### src/rtl/cpu_pkg.sv
// Shared definitions for the pipelined LEGv8 CPU: datapath widths, the NOP
// encoding and the IF/ID payload that later stages reuse.
package cpu_pkg;

  localparam int ADDR_W  = 64;
  localparam int INSTR_W = 32;

  localparam logic [INSTR_W-1:0] NOP_INSTR = 32'hD503201F;
  localparam logic [ADDR_W-1:0]  PC_INC    = 64'd4;

  typedef struct packed {
    logic [ADDR_W-1:0]  pc;
    logic [ADDR_W-1:0]  pc_plus4;
    logic [INSTR_W-1:0] instr;
    logic               valid;
  } if_id_t;

  // A bubble looks like a NOP fetched from address 0.
  localparam if_id_t IF_ID_BUBBLE = '{
    pc:       '0,
    pc_plus4: PC_INC,
    instr:    NOP_INSTR,
    valid:    1'b0
  };

  function automatic if_id_t make_if_id(input logic [ADDR_W-1:0]  pc,
                                        input logic [INSTR_W-1:0] instr);
    if_id_t p;
    p.pc       = pc;
    p.pc_plus4 = pc + PC_INC;
    p.instr    = instr;
    p.valid    = 1'b1;
    return p;
  endfunction

endpackage

### src/rtl/pipe_reg.sv
// Generic pipeline register with load enable and synchronous clear to a
// constant; clear takes priority over the enable.
module pipe_reg #(
  parameter int               WIDTH   = 1,
  parameter logic [WIDTH-1:0] CLR_VAL = '0
) (
  input  logic             clk,
  input  logic             en,
  input  logic             clr,
  input  logic [WIDTH-1:0] d,
  output logic [WIDTH-1:0] q
);

  logic [WIDTH-1:0] q_reg;

  always_ff @(posedge clk) begin
    if (clr) begin
      q_reg <= CLR_VAL;
    end else if (en) begin
      q_reg <= d;
    end
  end

  assign q = q_reg;

endmodule

### src/rtl/if_id_reg.sv
// IF/ID pipeline register: captures PC, PC+4 and the fetched instruction,
// with hazard stall, branch flush and a saturating bubble counter.
module if_id_reg
  import cpu_pkg::*;
#(
  parameter int CNT_W = 16
) (
  input  logic               clk,
  input  logic               reset,
  input  logic [ADDR_W-1:0]  pc_in,
  input  logic [INSTR_W-1:0] instr_in,
  input  logic               stall,
  input  logic               flush,
  output logic [ADDR_W-1:0]  pc_out,
  output logic [ADDR_W-1:0]  pc_plus4_out,
  output logic [INSTR_W-1:0] instr_out,
  output logic               valid_out,
  output logic [CNT_W-1:0]   bubble_cnt
);

  if_id_t           slot_next;
  if_id_t           slot_reg;
  logic [CNT_W-1:0] bubble_cnt_reg;

  assign slot_next = make_if_id(pc_in, instr_in);

  // Reset and flush both clear to the bubble value, which already carries
  // NOP_INSTR, so instr_out needs no output mux.
  pipe_reg #(
    .WIDTH   ($bits(if_id_t)),
    .CLR_VAL (IF_ID_BUBBLE)
  ) u_payload (
    .clk (clk),
    .en  (!stall),
    .clr (reset || flush),
    .d   (slot_next),
    .q   (slot_reg)
  );

  always_ff @(posedge clk) begin
    if (reset) begin
      bubble_cnt_reg <= '0;
    end else if (flush && (bubble_cnt_reg != '1)) begin
      bubble_cnt_reg <= bubble_cnt_reg + CNT_W'(1);
    end
  end

  assign pc_out       = slot_reg.pc;
  assign pc_plus4_out = slot_reg.pc_plus4;
  assign instr_out    = slot_reg.instr;
  assign valid_out    = slot_reg.valid;
  assign bubble_cnt   = bubble_cnt_reg;

endmodule
### config.mk
export PLATFORM = sky130hd
export DESIGN_NAME = if_id_reg
export DESIGN_NICKNAME = d
export VERILOG_FILES = /design/src/rtl/cpu_pkg.sv /design/src/rtl/pipe_reg.sv /design/src/rtl/if_id_reg.sv
export SDC_FILE = /design/constraint.sdc
export NUM_CORES = 1
export LEC_CHECK = 0
export ABC_CLOCK_PERIOD_IN_PS = 2350
export CORE_UTILIZATION = 46
export DETAILED_ROUTE_END_ITERATION = 10
export GPL_ROUTABILITY_DRIVEN = 0
export PLACE_DENSITY = 0.8
export SYNTH_ARGS = -nofsm -noshare
export SYNTH_HDL_FRONTEND = slang
export SYNTH_HIERARCHICAL = 1
export SYNTH_SLANG_ARGS = --single-unit
### constraint.sdc
create_clock -name clk -period 2.35 [get_ports clk]
set_input_delay 0.705 -clock clk [delete_from_list [all_inputs] [get_ports clk]]
set_output_delay 0.705 -clock clk [all_outputs]
set_load 0.005 [all_outputs]
[Word level (Yosys, flattened, before mapping)]
Cells that the tools add are included.
Word-level totals
  register bits after elaboration: 177
  logic and storage cells: 7
Operators by class
  equal/unequal tests: 1
  reductions and logical operators: 2
  add/sub/neg operators: 2
Operators by type and width (count)
  adder 64 x 3 -> 64 bit, second input constant: 1
  adder 16 x 1 -> 16 bit, second input constant: 1
  inequality test 16 bit, second input constant: 1
  logical AND 1 bit: 1
  logical OR 1 bit: 1

[Depth between registers and ports, before layout]
Gate-level depths: netlist of run 1.
  depth in word-level cells: 2
  gate-level depth with buffers: 9
  mapped depth without buffers: 8

[Modules after synthesis]
The synthesis of run 1 kept the hierarchy.
Modules (own cells, without submodules)
  pipe_reg: times used 1, cells each 521, area each 5905.7 um^2
  if_id_reg: times used 1, cells each 284, area each 2120.8 um^2

[Worst setup path after synthesis of run 1]
OpenSTA, ideal clock, no wires.
  path type: input port to flip-flop
  start: in pc_in[2]
  end: reg u_payload.q_reg[95], in the netlist u_payload/q[95]
  data required time: 2233 ps
  slack: 145 ps
  arrival: 2088 ps
  setup time: 117 ps
  path buffers: 0
  stages: 8
  cell sequence: ha_1 nand3_1 or4_4 nor2_4 nor4b_2 xnor2_1 mux2i_1 nor2_1
RTL lines
  from (decl): line if_id_reg.sv:10  | input logic [ADDR_W-1:0] pc_in,
  to (signal assigned): line pipe_reg.sv:18  | q_reg <= CLR_VAL;
  to (signal assigned): line pipe_reg.sv:20  | q_reg <= d;
  to (decl): line pipe_reg.sv:14  | logic [WIDTH-1:0] q_reg;

==> key figures, run 1 <==
Yosys
  – Number of synthesized flops with an enable pin: 0
  – Distinct cell type count after synthesis: 41
  – Syn Nets: 907
  – Main synth FF type: dfxtp_1
  – Async set-reset flop share out of synthesis: 0%
  – Seq/Total Area, Yosys: 44.1%
  – Syn_area_per_cell: 9.97 µm²
  – Synthesized instance count: 805
  – Yosys reg bits: 177
  – Post-synthesis cell area: 8030 µm²
  – YS warnings: 6

Routing
  – 1st-iter DRT viols: 304
  – Vias: 6943
  – Drt total wl: 21800 µm
  – Antenna viol nets, final: 0
  – DRC viols: 0
  – Routed WL per cell: 15.5 µm
  – Via density: 4.95
  – Pre-antenna DRT Iters: 5

Power and ir drop
  – Peak VDD IR: 0.000508 V
  – Final Total Pwr: 0.00703 W
  – Power density over the cells: 574 nW/µm²
  – Leak: 5.11 nW

Timing
  – RSZ-0062 raised after global routing: yes
  – Max-slew headroom: 56.6%
  – Clk_skew: 0.00502 ns
  – Highest clock rate: 0.433 GHz
  – Fin crit period: 2.31 ns
  – Final setup fails: 0
  – Worst slew pin tran: 0.644 ns
  – Hold Fails Final Rpt: 0
  – Pins over their slew limit: 0
  – WHS: 0.489 ns
  – Final Cycle Share: 98.3%

Place
  – Cell count after placement: 1369
  – Port-buffer cells: 276
  – Hpwl dp: 16200 µm

Status
  – Run status: finished, final reports clean

Clock network
  – Worst-path clk slew: 0.06 ns
  – CTS root buf: clkbuf_16
  – Clk buf depth: 2
  – Cts hold-fix bufs: 0
  – Maximum level of the CTS H-tree: 4
  – Clock sink count: 177
  – Cts bufs inserted: 17
  – CTS tree: done
  – Worst-Skew Late Latency: 0.43 ns

Final layout
  – Commonest cells after routing, fill and taps aside: clkdlybuf4s50_1 (262), nor2_1 (180), dfxtp_1 (177)
  – Final nets: 1271
  – Max FFs per register: 161
  – Layout Cells excl Fill: 1403
  – Final core occ: 72.8%
  – Layout cells sized above 1: 15.4%
  – Most common cell after layout, fill and taps aside: clkdlybuf4s50_1
  – Layout area overhead: 52.6%

Die
  – DIE AREA: 18000 µm²
  – Core Region: 16800 µm²
  – Initial Util: 47.7%
  – Die height: 134 µm
  – Ports: 277
  – Die Width: 134 µm
  – Row cnt: 47

Global route
  – Global Route Usage Sum: 24.4%
  – Pin count of the biggest net entering global routing: 62
  – First-pass GRT wire length: 34500 µm
  – Gr ovfl total: 0
  – Vias in the first global route: 6903
  – Initial antenna violation count: 1

Critical path
  – Required time worst endpoint: 2.66 ns
  – Startpoint class of the critical path: input pin
  – Crit Path Max Fanout: 4
  – Crit path kind: in2reg
  – Crit-path slowest cell: or4_1
  – Largest stage delay, worst path: 0.56 ns
  – Worst setup EP type: flop
  – Crit-path cells: clkdlybuf4s50_1 > nand4_1 > or4_1 > nor2_4 > nor4b_4 > xnor2_1 > mux2i_1 > nor2_1
  – Critical Path AT: 2.62 ns

Hold path
  – Hold Crit Class: reg2reg

Job
  – Max Cap Violations: 0
-- what timing repair did --
item / 4_1_cts / 5_1_grt
setup buffers: 0 / 1
pin swaps: 1 / 5
resized for setup: 17 / 15
setup endpoints to repair: 23 / 31
-- layer usage --
layer	vias up	part of all wire, %	track usage, %
met4	0	3.1	10.7
met3	46	5.8	6.65
met2	209	48	41.5
met5	-	0	0
met1	3237	43	28.8
li1	3451	-	-
-- critical path, delay by kind of cell --
| family | cells | cell delay (ns) |
|---|---|---|
| and+or+nand+nor | 5 | 1.17 |
| buffers and inverters | 1 | 0.51 |
| muxes | 1 | 0.13 |
| xor gates and xnor gates | 1 | 0.09 |
-- cell usage after synthesis (2+ instances only) --
master	n	area, µm²
a211o_1	14	123
a21oi_1	4	20.0
and2_1	4	25.0
and3_1	3	18.8
and4_1	3	26.3
buf_12	17	340
buf_2	13	65.1
buf_6	4	45.0
clkbuf_1	9	33.8
dfxtp_1	177	3540
ha_1	2	25.0
inv_1	15	56.3
mux2i_1	149	1490
nand2_1	27	101
nand2b_1	2	12.5
nand3_1	20	100
nand4_1	17	106
nand4_2	4	50.1
nand4_4	2	42.5
nor2_1	181	679
nor2b_1	15	93.8
nor3_1	13	65.1
nor3_2	11	110
nor4_1	6	37.5
nor4_2	2	25.0
nor4b_1	2	17.5
o21ai_0	3	15.0
or2_2	3	18.8
or3_1	4	25.0
xnor2_1	38	333
xor2_1	31	272
-- final timing paths --
kind,from,end,slack (ns),depth (start not counted)
worst min register to register,u_payload/q[40],u_payload/q[40],0.49,2
worst max-delay path,pc_in[20],u_payload/q[95],0.04,8
worst max register to register,bubble_cnt[0],bubble_cnt[6],0.33,6
worst min-delay path,u_payload/q[40],u_payload/q[40],0.49,2
-- stage by stage --
step / worst slack [ns] / TNS, ns / instance area (µm²)
after floorplan: 0.145 / 0 / 8030
after global placement: -0.540 / -19.09 / 11600
after detailed placement: -0.589 / -22.25 / 11600
after CTS: 0.000861 / 0 / 12200
after global routing: -0.0169 / -0.0169 / 12200
final: 0.0393 / 0 / 12200
-- final cells by class --
class / count / area, µm²
well taps: 220 / 275
flip-flops and latches: 177 / 3540
diodes: 1 / 2.50
clock buffers: 22 / 474
multi-input cells: 569 / 4000
fillers: 1231 / 4570
repair buffers: 389 / 3760
clock inverters: 10 / 126
inverters: 15 / 63.8
-- report_power, final --
group / switching, W / internal, W / total (W) / leakage (nW)
registers: 0.0000524 / 0.00310 / 0.00315 / 1.44
logic: 0.000411 / 0.000591 / 0.00100 / 3.38
clock network: 0.00121 / 0.00166 / 0.00288 / 0.284
-- kinds of logic after synthesis --
group           Yosys count  synth area share [%]
buf+inv                  59                  6.83
fa+ha+maj                 2                 0.312
other cells               1                0.0467
mux                     149                  18.6
simple gates            325                  20.3
xor+xnor                 69                  7.53
flops                   177                  44.1
compound gates           23                  2.28
Power figures use the tool's default switching activity.
==> run 2: changes to the inputs <==
--- a/config.mk
+++ b/config.mk
@@ -5,7 +5,7 @@
 export SDC_FILE = /design/constraint.sdc
 export NUM_CORES = 1
 export LEC_CHECK = 0
-export ABC_CLOCK_PERIOD_IN_PS = 2350
+export ABC_CLOCK_PERIOD_IN_PS = 2500
 export CORE_UTILIZATION = 46
 export DETAILED_ROUTE_END_ITERATION = 10
 export GPL_ROUTABILITY_DRIVEN = 0
==> constraint.sdc (replaced) <==
create_clock -name clk -period 2.5 [get_ports clk]
set_input_delay 0.75 -clock clk [delete_from_list [all_inputs] [get_ports clk]]
set_output_delay 0.75 -clock clk [all_outputs]
set_load 0.005 [all_outputs]
==> key figures, run 2 (synthesis results as in run 1) <==
Place
  – Area after DPL: 11500 µm² (-0.41%)
  – Post-Place Setup Slack: -0.460 ns (+0.129 ns)
  – Hpwl dp: 16400 µm (+1.0%)
  – Cell count after placement: 1366 (-0.22%)
  – Port-buffer cells: 276 (unchanged)

Final layout
  – Layout cells sized above 1: 14.9% (-0.48 points)
  – Max FFs per register: 161 (unchanged)
  – Layout Cells excl Fill: 1400 (-0.21%)
  – Most common cell after layout, fill and taps aside: clkdlybuf4s50_1
  – Final nets: 1269 (-0.16%)
  – Antenna cells: 0 (-1)
  – Finished Cell Area: 12200 µm² (-0.26%)
  – Final core occ: 72.6% (-0.19 points)
  – Layout area overhead: 52.2%
  – Commonest cells after routing, fill and taps aside: clkdlybuf4s50_1 (266), nor2_1 (181), dfxtp_1 (177)

Clock network
  – Clock sink count: 177 (unchanged)
  – Clk buf depth: 2 (unchanged)
  – Worst-Skew Late Latency: 0.42 ns (about the same)
  – Maximum level of the CTS H-tree: 4 (unchanged)
  – CTS tree: done
  – CTS root buf: clkbuf_16
  – Worst-path clk slew: 0.06 ns (about the same)
  – Cts bufs inserted: 17 (unchanged)
  – Cts hold-fix bufs: 0 (unchanged)

Global route
  – Vias in the first global route: 6904 (+0.014%)
  – First-pass GRT wire length: 35000 µm (+1.5%)
  – Global Route Usage Sum: 24.8% (+0.34 points)
  – Initial antenna violation count: 0 (-1)
  – Pin count of the biggest net entering global routing: 64 (+3.2%)
  – Gr ovfl total: 0 (unchanged)

Routing
  – Top Layer Used: met4
  – Pre-antenna DRT Iters: 4 (-1)
  – Drt total wl: 22400 µm (+2.7%)
  – DRC viols: 0 (unchanged)
  – WL met1: 9440 µm (+0.50%)
  – 1st-iter DRT viols: 281 (-7.6%)
  – Via density: 5.00 (+1.1%)
  – Met3 wire length: 1370 µm (+8.4%)
  – Routed WL per cell: 16.0 µm (+2.9%)
  – Met2 routed WL: 11000 µm (+5.0%)
  – Vias: 7001 (+0.84%)
  – Antenna viol nets, final: 0 (unchanged)

Critical path
  – Slack of the worst reg-to-reg path: 0.47 ns (+0.14 ns)
  – Crit Path Max Fanout: 4 (unchanged)
  – Crit path kind: in2reg
  – Required time worst endpoint: 2.80 ns (+0.14 ns)
  – Worst setup EP type: flop
  – Startpoint class of the critical path: input pin
  – Critical Path AT: 2.74 ns (+0.12 ns)

Timing
  – Hold Fails Final Rpt: 0 (unchanged)
  – Pins over their slew limit: 0 (unchanged)
  – PnR worst setup slack: 0.0631 ns (+0.0239 ns)
  – Max-slew headroom: 55.6% (-0.94 points)
  – Final Cycle Share: 97.5%
  – RSZ-0062 raised after global routing: yes
  – Highest clock rate: 0.410 GHz
  – Clk_skew: 0.00519 ns (+0.000165 ns)
  – Final setup fails: 0 (unchanged)
  – Fin crit period: 2.44 ns
  – Worst slew pin tran: 0.658 ns (+0.0139 ns)

Die
  – Die height: 134 µm (unchanged)
  – Core Region: 16800 µm² (unchanged)
  – Row cnt: 47 (unchanged)
  – Initial Util: 47.7% (unchanged)
  – Ports: 277 (unchanged)
  – DIE AREA: 18000 µm² (unchanged)
  – Die Width: 134 µm (unchanged)

Status
  – Run status: finished, final reports clean

Job
  – Max Cap Violations: 0 (unchanged)

Power and ir drop
  – Leak: 5.12 nW (+0.30%)
  – Power density over the cells: 545 nW/µm² (-5.1%)
  – Final Total Pwr: 0.00666 W (-5.3%)
  – Peak VDD IR: 0.000445 V (-12%)

Hold path
  – Hold Crit Class: reg2reg
-- run 2: repair_timing --
action	CTS	global route
resized for setup	1	19
setup endpoints to repair	1	20
buffers inserted	0	2
pin swaps	0	3
-- run 2: path summary, 6_finish.rpt --
check,startpoint,end,cells after the start
worst max-delay path,pc_in[3],u_payload/q[95],9
worst min-delay path,u_payload/q[143],u_payload/q[143],2
worst max register to register,bubble_cnt[0],bubble_cnt[6],6
worst min register to register,u_payload/q[143],u_payload/q[143],2
-- run 2: metrics by stage --
step	hold slack (ns)	setup TNS, ns
finish	0.494	0
global route	0.513	-0.00138
CTS	0.498	0
detailed placement	0.480	-15.49
global placement	0.471	-13.34
floorplan	0.485	0
-- run 2: worst max-delay path: stages --
cell,delay [ns]
clkdlybuf4s50_1,0.50
ha_2,0.20
nand3_1,0.14
or4_4,0.48
nor2_4,0.15
nor4b_4,0.23
xnor2_1,0.09
mux2i_1,0.14
nor2_1,0.06
-- run 2: where the power goes --
group | leakage, nW | total (W) | internal [W] | switching [W]
clock network | 0.297 | 0.00276 | 0.00163 | 0.00112
registers | 1.44 | 0.00296 | 0.00291 | 0.0000506
logic | 3.38 | 0.000938 | 0.000550 | 0.000388
total | 5.12 | 0.00666 | 0.00509 | 0.00156
-- run 2: area by class of cell --
class / count / area, µm²
clock buffers: 20 / 457
clock inverters: 12 / 155
fillers: 1263 / 4600
inverters: 15 / 63.8
multi-input cells: 569 / 3980
flip-flops and latches: 177 / 3540
well taps: 220 / 275
repair buffers: 387 / 3740
-- run 2: metal layers --
layer | up-vias | global-route usage [%]
met5 | - | 0
met4 | 0 | 10.4
met1 | 3299 | 29.4
met3 | 37 | 6.65
met2 | 214 | 42.1
li1 | 3451 | -
